### src/rtl/lsu_mem_ctrl.sv
// Load/store unit memory controller: accepts one memory op from execute,
// issues a single data-cache request, aligns/extends the load response and
// emits a one-cycle writeback pulse. One access outstanding, flushable.
// Optional feature: define LSU_MISALIGN_CHECK_EN to reject misaligned
// half/word/double accesses with a one-cycle misalign pulse.
module lsu_mem_ctrl #(
    parameter int unsigned XLEN   = 64,
    parameter int unsigned LREG_W = 5
) (
    input  logic              clock,
    input  logic              reset,
    input  logic              in_valid,
    output logic              in_ready,
    input  logic              is_load,
    input  logic              is_store,
    input  logic [3:0]        ls_size,
    input  logic              is_unsigned,
    input  logic [XLEN-1:0]   ls_address,
    input  logic [XLEN-1:0]   store_data,
    input  logic [LREG_W-1:0] rd,
    input  logic              flush,
    output logic              dc_req_valid,
    input  logic              dc_req_ready,
    output logic [XLEN-1:0]   dc_req_addr,
    output logic              dc_req_wen,
    output logic [XLEN-1:0]   dc_req_wdata,
    output logic [7:0]        dc_req_wmask,
    input  logic              dc_resp_valid,
    input  logic [XLEN-1:0]   dc_resp_data,
    output logic              wb_valid,
    output logic [LREG_W-1:0] wb_rd,
    output logic [XLEN-1:0]   wb_data,
    output logic              misalign
);

    typedef enum logic [1:0] {S_IDLE, S_REQ, S_WAIT, S_DRAIN} state_e;

    state_e              state_q, state_d;
    logic [XLEN-1:0]     addr_q, addr_d;
    logic [XLEN-1:0]     wdata_q, wdata_d;
    logic [7:0]          wmask_q, wmask_d;
    logic                wen_q, wen_d;
    logic [3:0]          size_q, size_d;
    logic                uns_q, uns_d;
    logic [LREG_W-1:0]   rd_q, rd_d;
    logic                wb_valid_q, wb_valid_d;
    logic [LREG_W-1:0]   wb_rd_q, wb_rd_d;
    logic [XLEN-1:0]     wb_data_q, wb_data_d;
    logic                misalign_q, misalign_d;

    logic                accept;
    logic                op_valid;
    logic                mis_hit;
    logic [7:0]          base_mask;
    logic [XLEN-1:0]     lane;
    logic [XLEN-1:0]     load_ext;

    assign in_ready = (state_q == S_IDLE) && !flush && !reset;
    assign accept   = in_valid && in_ready;
    assign op_valid = is_load || is_store;

`ifdef LSU_MISALIGN_CHECK_EN
    assign mis_hit = (ls_size[1] && ls_address[0])
                  || (ls_size[2] && (ls_address[1:0] != 2'b00))
                  || (ls_size[3] && (ls_address[2:0] != 3'b000));
`else
    assign mis_hit = 1'b0;
`endif

    // Byte-enable pattern for the incoming access size, before lane shift.
    always_comb begin
        base_mask = '0;
        if (ls_size[3])      base_mask = 8'hFF;
        else if (ls_size[2]) base_mask = 8'h0F;
        else if (ls_size[1]) base_mask = 8'h03;
        else if (ls_size[0]) base_mask = 8'h01;
    end

    // Move the addressed lane of the response down to bit 0 and extend it.
    always_comb begin
        lane     = dc_resp_data >> {addr_q[2:0], 3'b000};
        load_ext = '0;
        if (size_q[3])      load_ext = lane;
        else if (size_q[2]) load_ext = {{(XLEN-32){!uns_q && lane[31]}}, lane[31:0]};
        else if (size_q[1]) load_ext = {{(XLEN-16){!uns_q && lane[15]}}, lane[15:0]};
        else if (size_q[0]) load_ext = {{(XLEN-8){!uns_q && lane[7]}}, lane[7:0]};
    end

    // Next-state and registered-output computation for the access sequencer.
    always_comb begin
        state_d    = state_q;
        addr_d     = addr_q;
        wdata_d    = wdata_q;
        wmask_d    = wmask_q;
        wen_d      = wen_q;
        size_d     = size_q;
        uns_d      = uns_q;
        rd_d       = rd_q;
        wb_valid_d = 1'b0;
        wb_rd_d    = wb_rd_q;
        wb_data_d  = wb_data_q;
        misalign_d = 1'b0;
        case (state_q)
            S_IDLE: begin
                if (accept && op_valid) begin
                    if (mis_hit) begin
                        misalign_d = 1'b1;
                    end else begin
                        addr_d  = ls_address;
                        wdata_d = store_data << {ls_address[2:0], 3'b000};
                        wmask_d = is_store ? (base_mask << ls_address[2:0]) : 8'h00;
                        wen_d   = is_store;
                        size_d  = ls_size;
                        uns_d   = is_unsigned;
                        rd_d    = rd;
                        state_d = S_REQ;
                    end
                end
            end
            S_REQ: begin
                if (dc_req_ready) begin
                    if (wen_q)      state_d = S_IDLE;
                    else if (flush) state_d = S_DRAIN;
                    else            state_d = S_WAIT;
                end else if (flush) begin
                    state_d = S_IDLE;
                end
            end
            S_WAIT: begin
                // A flush arriving together with the response consumes and
                // discards it; waiting in DRAIN would never see another one.
                if (dc_resp_valid) begin
                    state_d = S_IDLE;
                    if (!flush) begin
                        wb_valid_d = 1'b1;
                        wb_rd_d    = rd_q;
                        wb_data_d  = load_ext;
                    end
                end else if (flush) begin
                    state_d = S_DRAIN;
                end
            end
            S_DRAIN: begin
                if (dc_resp_valid) state_d = S_IDLE;
            end
            default: state_d = S_IDLE;
        endcase
    end

    // Sequencer state and latched request/result registers.
    always_ff @(posedge clock or posedge reset) begin
        if (reset) begin
            state_q    <= S_IDLE;
            addr_q     <= '0;
            wdata_q    <= '0;
            wmask_q    <= '0;
            wen_q      <= 1'b0;
            size_q     <= '0;
            uns_q      <= 1'b0;
            rd_q       <= '0;
            wb_valid_q <= 1'b0;
            wb_rd_q    <= '0;
            wb_data_q  <= '0;
            misalign_q <= 1'b0;
        end else begin
            state_q    <= state_d;
            addr_q     <= addr_d;
            wdata_q    <= wdata_d;
            wmask_q    <= wmask_d;
            wen_q      <= wen_d;
            size_q     <= size_d;
            uns_q      <= uns_d;
            rd_q       <= rd_d;
            wb_valid_q <= wb_valid_d;
            wb_rd_q    <= wb_rd_d;
            wb_data_q  <= wb_data_d;
            misalign_q <= misalign_d;
        end
    end

    assign dc_req_valid = (state_q == S_REQ);
    assign dc_req_addr  = {addr_q[XLEN-1:3], 3'b000};
    assign dc_req_wen   = wen_q;
    assign dc_req_wdata = wdata_q;
    assign dc_req_wmask = wmask_q;
    assign wb_valid     = wb_valid_q;
    assign wb_rd        = wb_rd_q;
    assign wb_data      = wb_data_q;
    assign misalign     = misalign_q;

endmodule

### config.mk
export PLATFORM = sky130hd
export DESIGN_NAME = lsu_mem_ctrl
export DESIGN_NICKNAME = d
export VERILOG_FILES = /design/src/rtl/lsu_mem_ctrl.sv
export SDC_FILE = /design/constraint.sdc
export NUM_CORES = 1
export LEC_CHECK = 0
export CORE_MARGIN = 5
export CORE_UTILIZATION = 46
export CTS_CLUSTER_DIAMETER = 40
export CTS_CLUSTER_SIZE = 28
export DETAILED_ROUTE_END_ITERATION = 10
export PLACE_DENSITY = 0.93
export SYNTH_ARGS = -nofsm -noshare
export SYNTH_HDL_FRONTEND = slang
export SYNTH_SLANG_ARGS = --single-unit
### constraint.sdc
create_clock -name clock -period 11 [get_ports clock]
set_input_delay 2.75 -clock clock [delete_from_list [all_inputs] [get_ports clock]]
set_output_delay 2.75 -clock clock [all_outputs]
set_load 0.005 [all_outputs]
# After elaboration in Yosys (flattened, before gate mapping)

Index checks and enable logic that the tools add are counted.

Flip-flop bits (word level): 219
Input port bits: 210
Output and inout bits: 210
Logic and storage cells: 58

Eq/ne operators: 7
Shift-type cells: 3
Mux-type cells: 21
Bitwise logic cells: 1
Reduce and logical (&&, ||, !) cells: 15

Operators with widths:

| kind               | number |
|---|---|
| $mux 64            | 4 |
| $shl 64x6->64      | 1 |
| $shr 64x6->64      | 1 |
| $mux 8             | 4 |
| $mux 2             | 7 |
| $pmux 2 s4         | 1 |
| $shl 8x3->8        | 1 |
| $logic_and 1x1->1  | 7 |
| $mux 1             | 5 |
| $eq 2x2->1 const B | 2 |
| $reduce_and 4->1   | 1 |
| $logic_not 1->1    | 3 |
| $ne 3x2->1 const B | 1 |
| $ne 3x3->1 const B | 1 |
| $reduce_and 3->1   | 1 |
| $eq 2x1->1 const B | 1 |
| $logic_not 2->1    | 1 |
| $ne 2x1->1 const B | 1 |
| $ne 2x2->1 const B | 1 |
| $reduce_and 2->1   | 1 |
| $logic_or 1x1->1   | 1 |
| $not 1->1          | 1 |

# Depth between registers and ports, before layout

Depth in word-level cells: 7
Depth in mapped cells: 9
Depth with buffers taken out: 5

# Least setup slack after synthesis

OpenSTA, ideal clock, no wires.

Path kind: in2out
Start: in flush
End: out in_ready
Arrival: 3.089 ns
Data required time: 8.250 ns
Setup slack: 5.161 ns
Stages: 1
Buffers on the path: 0
Path through: nor4_1

Longest elaborated chain between the ends: 3

RTL lines:

| what                            | line | RTL |
|---|---|---|
| start: declaration              | 21   | `input logic flush,` |
| $logic_not 1->1                 | n/a  |  |
| $logic_and 1x1->1 (2 in series) | 58   | `assign in_ready = (state_q == S_IDLE) && !flush && !reset;` |
| end: declaration                | 13   | `output logic in_ready,` |

Every way passes these cells.

# Final worst setup path

Same ends and word-level chain as after synthesis.

==> impl_metrics.tcl <==
set metrics [dict create \
    tns_ns 0 \
    cts.sinks 219 \
    p_leak_nw 7.64 \
    synth_edf_count 0 \
    r2r_cells 7 \
    powerDensity_nw_per_um2 273 \
    crit_chain "clkdlybuf4s50_1 > nor4_1 > clkdlybuf4s50_1" \
    rsz0062_at_grt "no" \
    fin_ws_ns 4.05 \
    fmax_mhz 144 \
    route.met3.wl_um 5120 \
    cp_data_arrival_time_ns 4.20 \
    grt_max_degree 101 \
    ir_drop_mv 0.188 \
    syn_area_um2 12300 \
    fill_cells 1879 \
    num_rows 59 \
    worst-path-max-fanout 5 \
    routed_wl_um 47100 \
    synth_cells 1331 \
    ant_nets 0 \
    max_stage_delay_ns 0.59 \
    whs_path_depth 2 \
    io-pin-count 420 \
    netlist_top_cells_count "366 x nand2_1, 219 x dfrtp_1, 104 x nor2_1, 71 x mux2i_1, 67 x buf_4" \
    yosys-top-cells-area "dfrtp_1 45%, nand2_1 11%, mux4_2 8.2%" \
    async_flop_share_pct 100 \
    cts_resized 0 \
    clock_skew_ns 0.0148 \
    place_ws_ns 4.04 \
    ys_seq_elements 219 \
    final.min_clock_period_ns 6.95 \
    outcome "complete, no violations" \
    maxCapViolations 0 \
    multiInputGateArea_um2 5880 \
    cts_max_path_buffers 3 \
    gp_congestion 0.962 \
    synth_cell_types 48 \
    worstPathRequired_ns 8.25 \
    clk_pin_slew_worst_paths_ns 0.05 \
    max-slew-margin-rel_pct 13.4 \
    port_buffers 415 \
    hold_class "register to register" \
    cts_tree "built" \
    finalCritPeriodShare_pct 63.2 \
    seqCellArea_um2 5480 \
    cts-root-buf "clkbuf_16" \
    slowest_stage "clkdlybuf4s50_1" \
    core_um2 26200 \
    area_growth_pct 42.0 \
    first_pass_iters 6 \
    placed_cells 1937 \
    seq_area_frac_synth_pct 44.5 \
    drive_above_1_share_pct 9.80 \
    initial_core_util_pct 46.9 \
    setup_viol_count_final 0 \
    track_usage_pct 29.8 \
    overflow 0 \
    ctsHoldBuffers 0 \
    fin_nets 1854 \
    met1Wirelength_um 15900 \
    dp.final_hpwl_um 32300 \
    met2_length_um 22700 \
    yosysMostFrequentCell "nand2_1" \
    cts_buffers 40 \
    ys.flop_type "dfrtp_1" \
    die_h_um 174 \
    cts_setup_buffers 0 \
    ys_warn_count 0 \
    dieWidth_um 174 \
    instances_no_fill 2010 \
    maxUsedRoutingLayer "met4" \
    crit_type "input port to output port" \
    wire_per_inst_um 23.4 \
    clk_latency_ns 0.50 \
    grt_pass1_wl_um 71100 \
    synth_largest_area_cell "dfrtp_1" \
    post-route-util_pct 66.7 \
    p_total_mw 4.76 \
    viasPerCell 5.97 \
    antenna_found_initial 1 \
    cp_common_cell "clkdlybuf4s50_1" \
    tightest_slew_ns 1.29 \
    avgSynthCellArea_um2 9.24 \
    vias 11997 \
    die_area_um2 30100 \
    start_kind "input port" \
    drc 0 \
    htree_num_levels 2 \
    grt_pass1_vias 12348 \
    finalMaxSlewViolations 0 \
    crit_path_end_kind "output port" \
    drt_iter0_markers 1288 \
    final_hold_viol_count 0 \
    synth_top_area_share_pct 44.5 \
]
==> kinds of logic after synthesis <==
logic type             after synthesis  synth area share, %
AND/OR/NAND/NOR                    547                 18.2
AO/OA/AOI/OAI                      257                 13.4
flip-flops                         219                 44.5
other                                1               0.0305
multiplexers                       137                 16.0
buffers and inverters              170                 7.93
==> worst paths after layout <==
kind | from | end | slack (ns)
setup / recovery | flush | in_ready | 4.05
hold / removal | dc_req_wdata[3] | dc_req_wdata[3] | 0.46
setup reg to reg | addr_q[2] | wb_data[56] | 7.90
hold reg to reg | dc_req_wdata[3] | dc_req_wdata[3] | 0.46
max in group asynchronous | reset | addr_q[0] | 6.79
min in group asynchronous | reset | state_q[1] | 2.74
==> per-layer routing <==
metal,track usage [%],vias to the layer above
li1,-,5187
met1,32.7,5713
met2,50.2,897
met3,9.16,200
met4,19.2,0
met5,0,-
==> area by class of cell <==
cell class                      count  share of cell area, %
Antenna cell                        1                 0.0143
Timing Repair Buffer              431                   24.4
Inverter                            7                  0.193
Multi-Input combinational cell    945                   33.6
Clock inverter                     26                   1.84
Clock buffer                       46                   6.10
Tap cell                          335                   2.40
Sequential cell                   219                   31.4
==> power breakdown <==
part | total [mW] | switching [mW] | internal, mW
Sequential | 1.45 | 0.271 | 1.18
Clock | 1.27 | 0.435 | 0.840
Combinational | 2.04 | 0.961 | 1.08
==> flip-flops by register name, summed over array words and instances (netlist names) <==
register and cells:
addr_q 64, dc_req_wdata 64, dc_req_wen 1, dc_req_wmask 8
rd_q 5, size_q 4, state_q 2, uns_q 1
wb_data 64, wb_rd 5, wb_valid 1
==> worst max-delay path, delay by kind of cell <==
| family | cells | cell delay (ns) |
|---|---|---|
| buf+inv | 2 | 1.07 |
| simple gates | 1 | 0.38 |
==> through the flow <==
| stage | hold WS (ns) | instance area, um^2 |
|---|---|---|
| after floorplan | 0.439 | 12300 |
| after global placement | 0.448 | 16100 |
| after detailed placement | 0.454 | 16100 |
| after CTS | 0.465 | 17500 |
| after global routing | 0.478 | 17500 |
| final | 0.458 | 17500 |
==> layout by cell type, fill, tap and decap left out, drive strengths merged, types with 12 or more instances in the layout <==
cell type,n
dfrtp,219
nand2b,12
mux2,21
nor2b,29
buf,18
mux4,45
mux2i,71
nand2,366
nand3,12
o31ai,20
a21oi,63
clkdlybuf4s50,413
o21ai,53
a31oi,38
clkinv,15
nor2,104
a211oi,36
clkbuf,46
No activity file was read; power rests on OpenSTA's default activity.
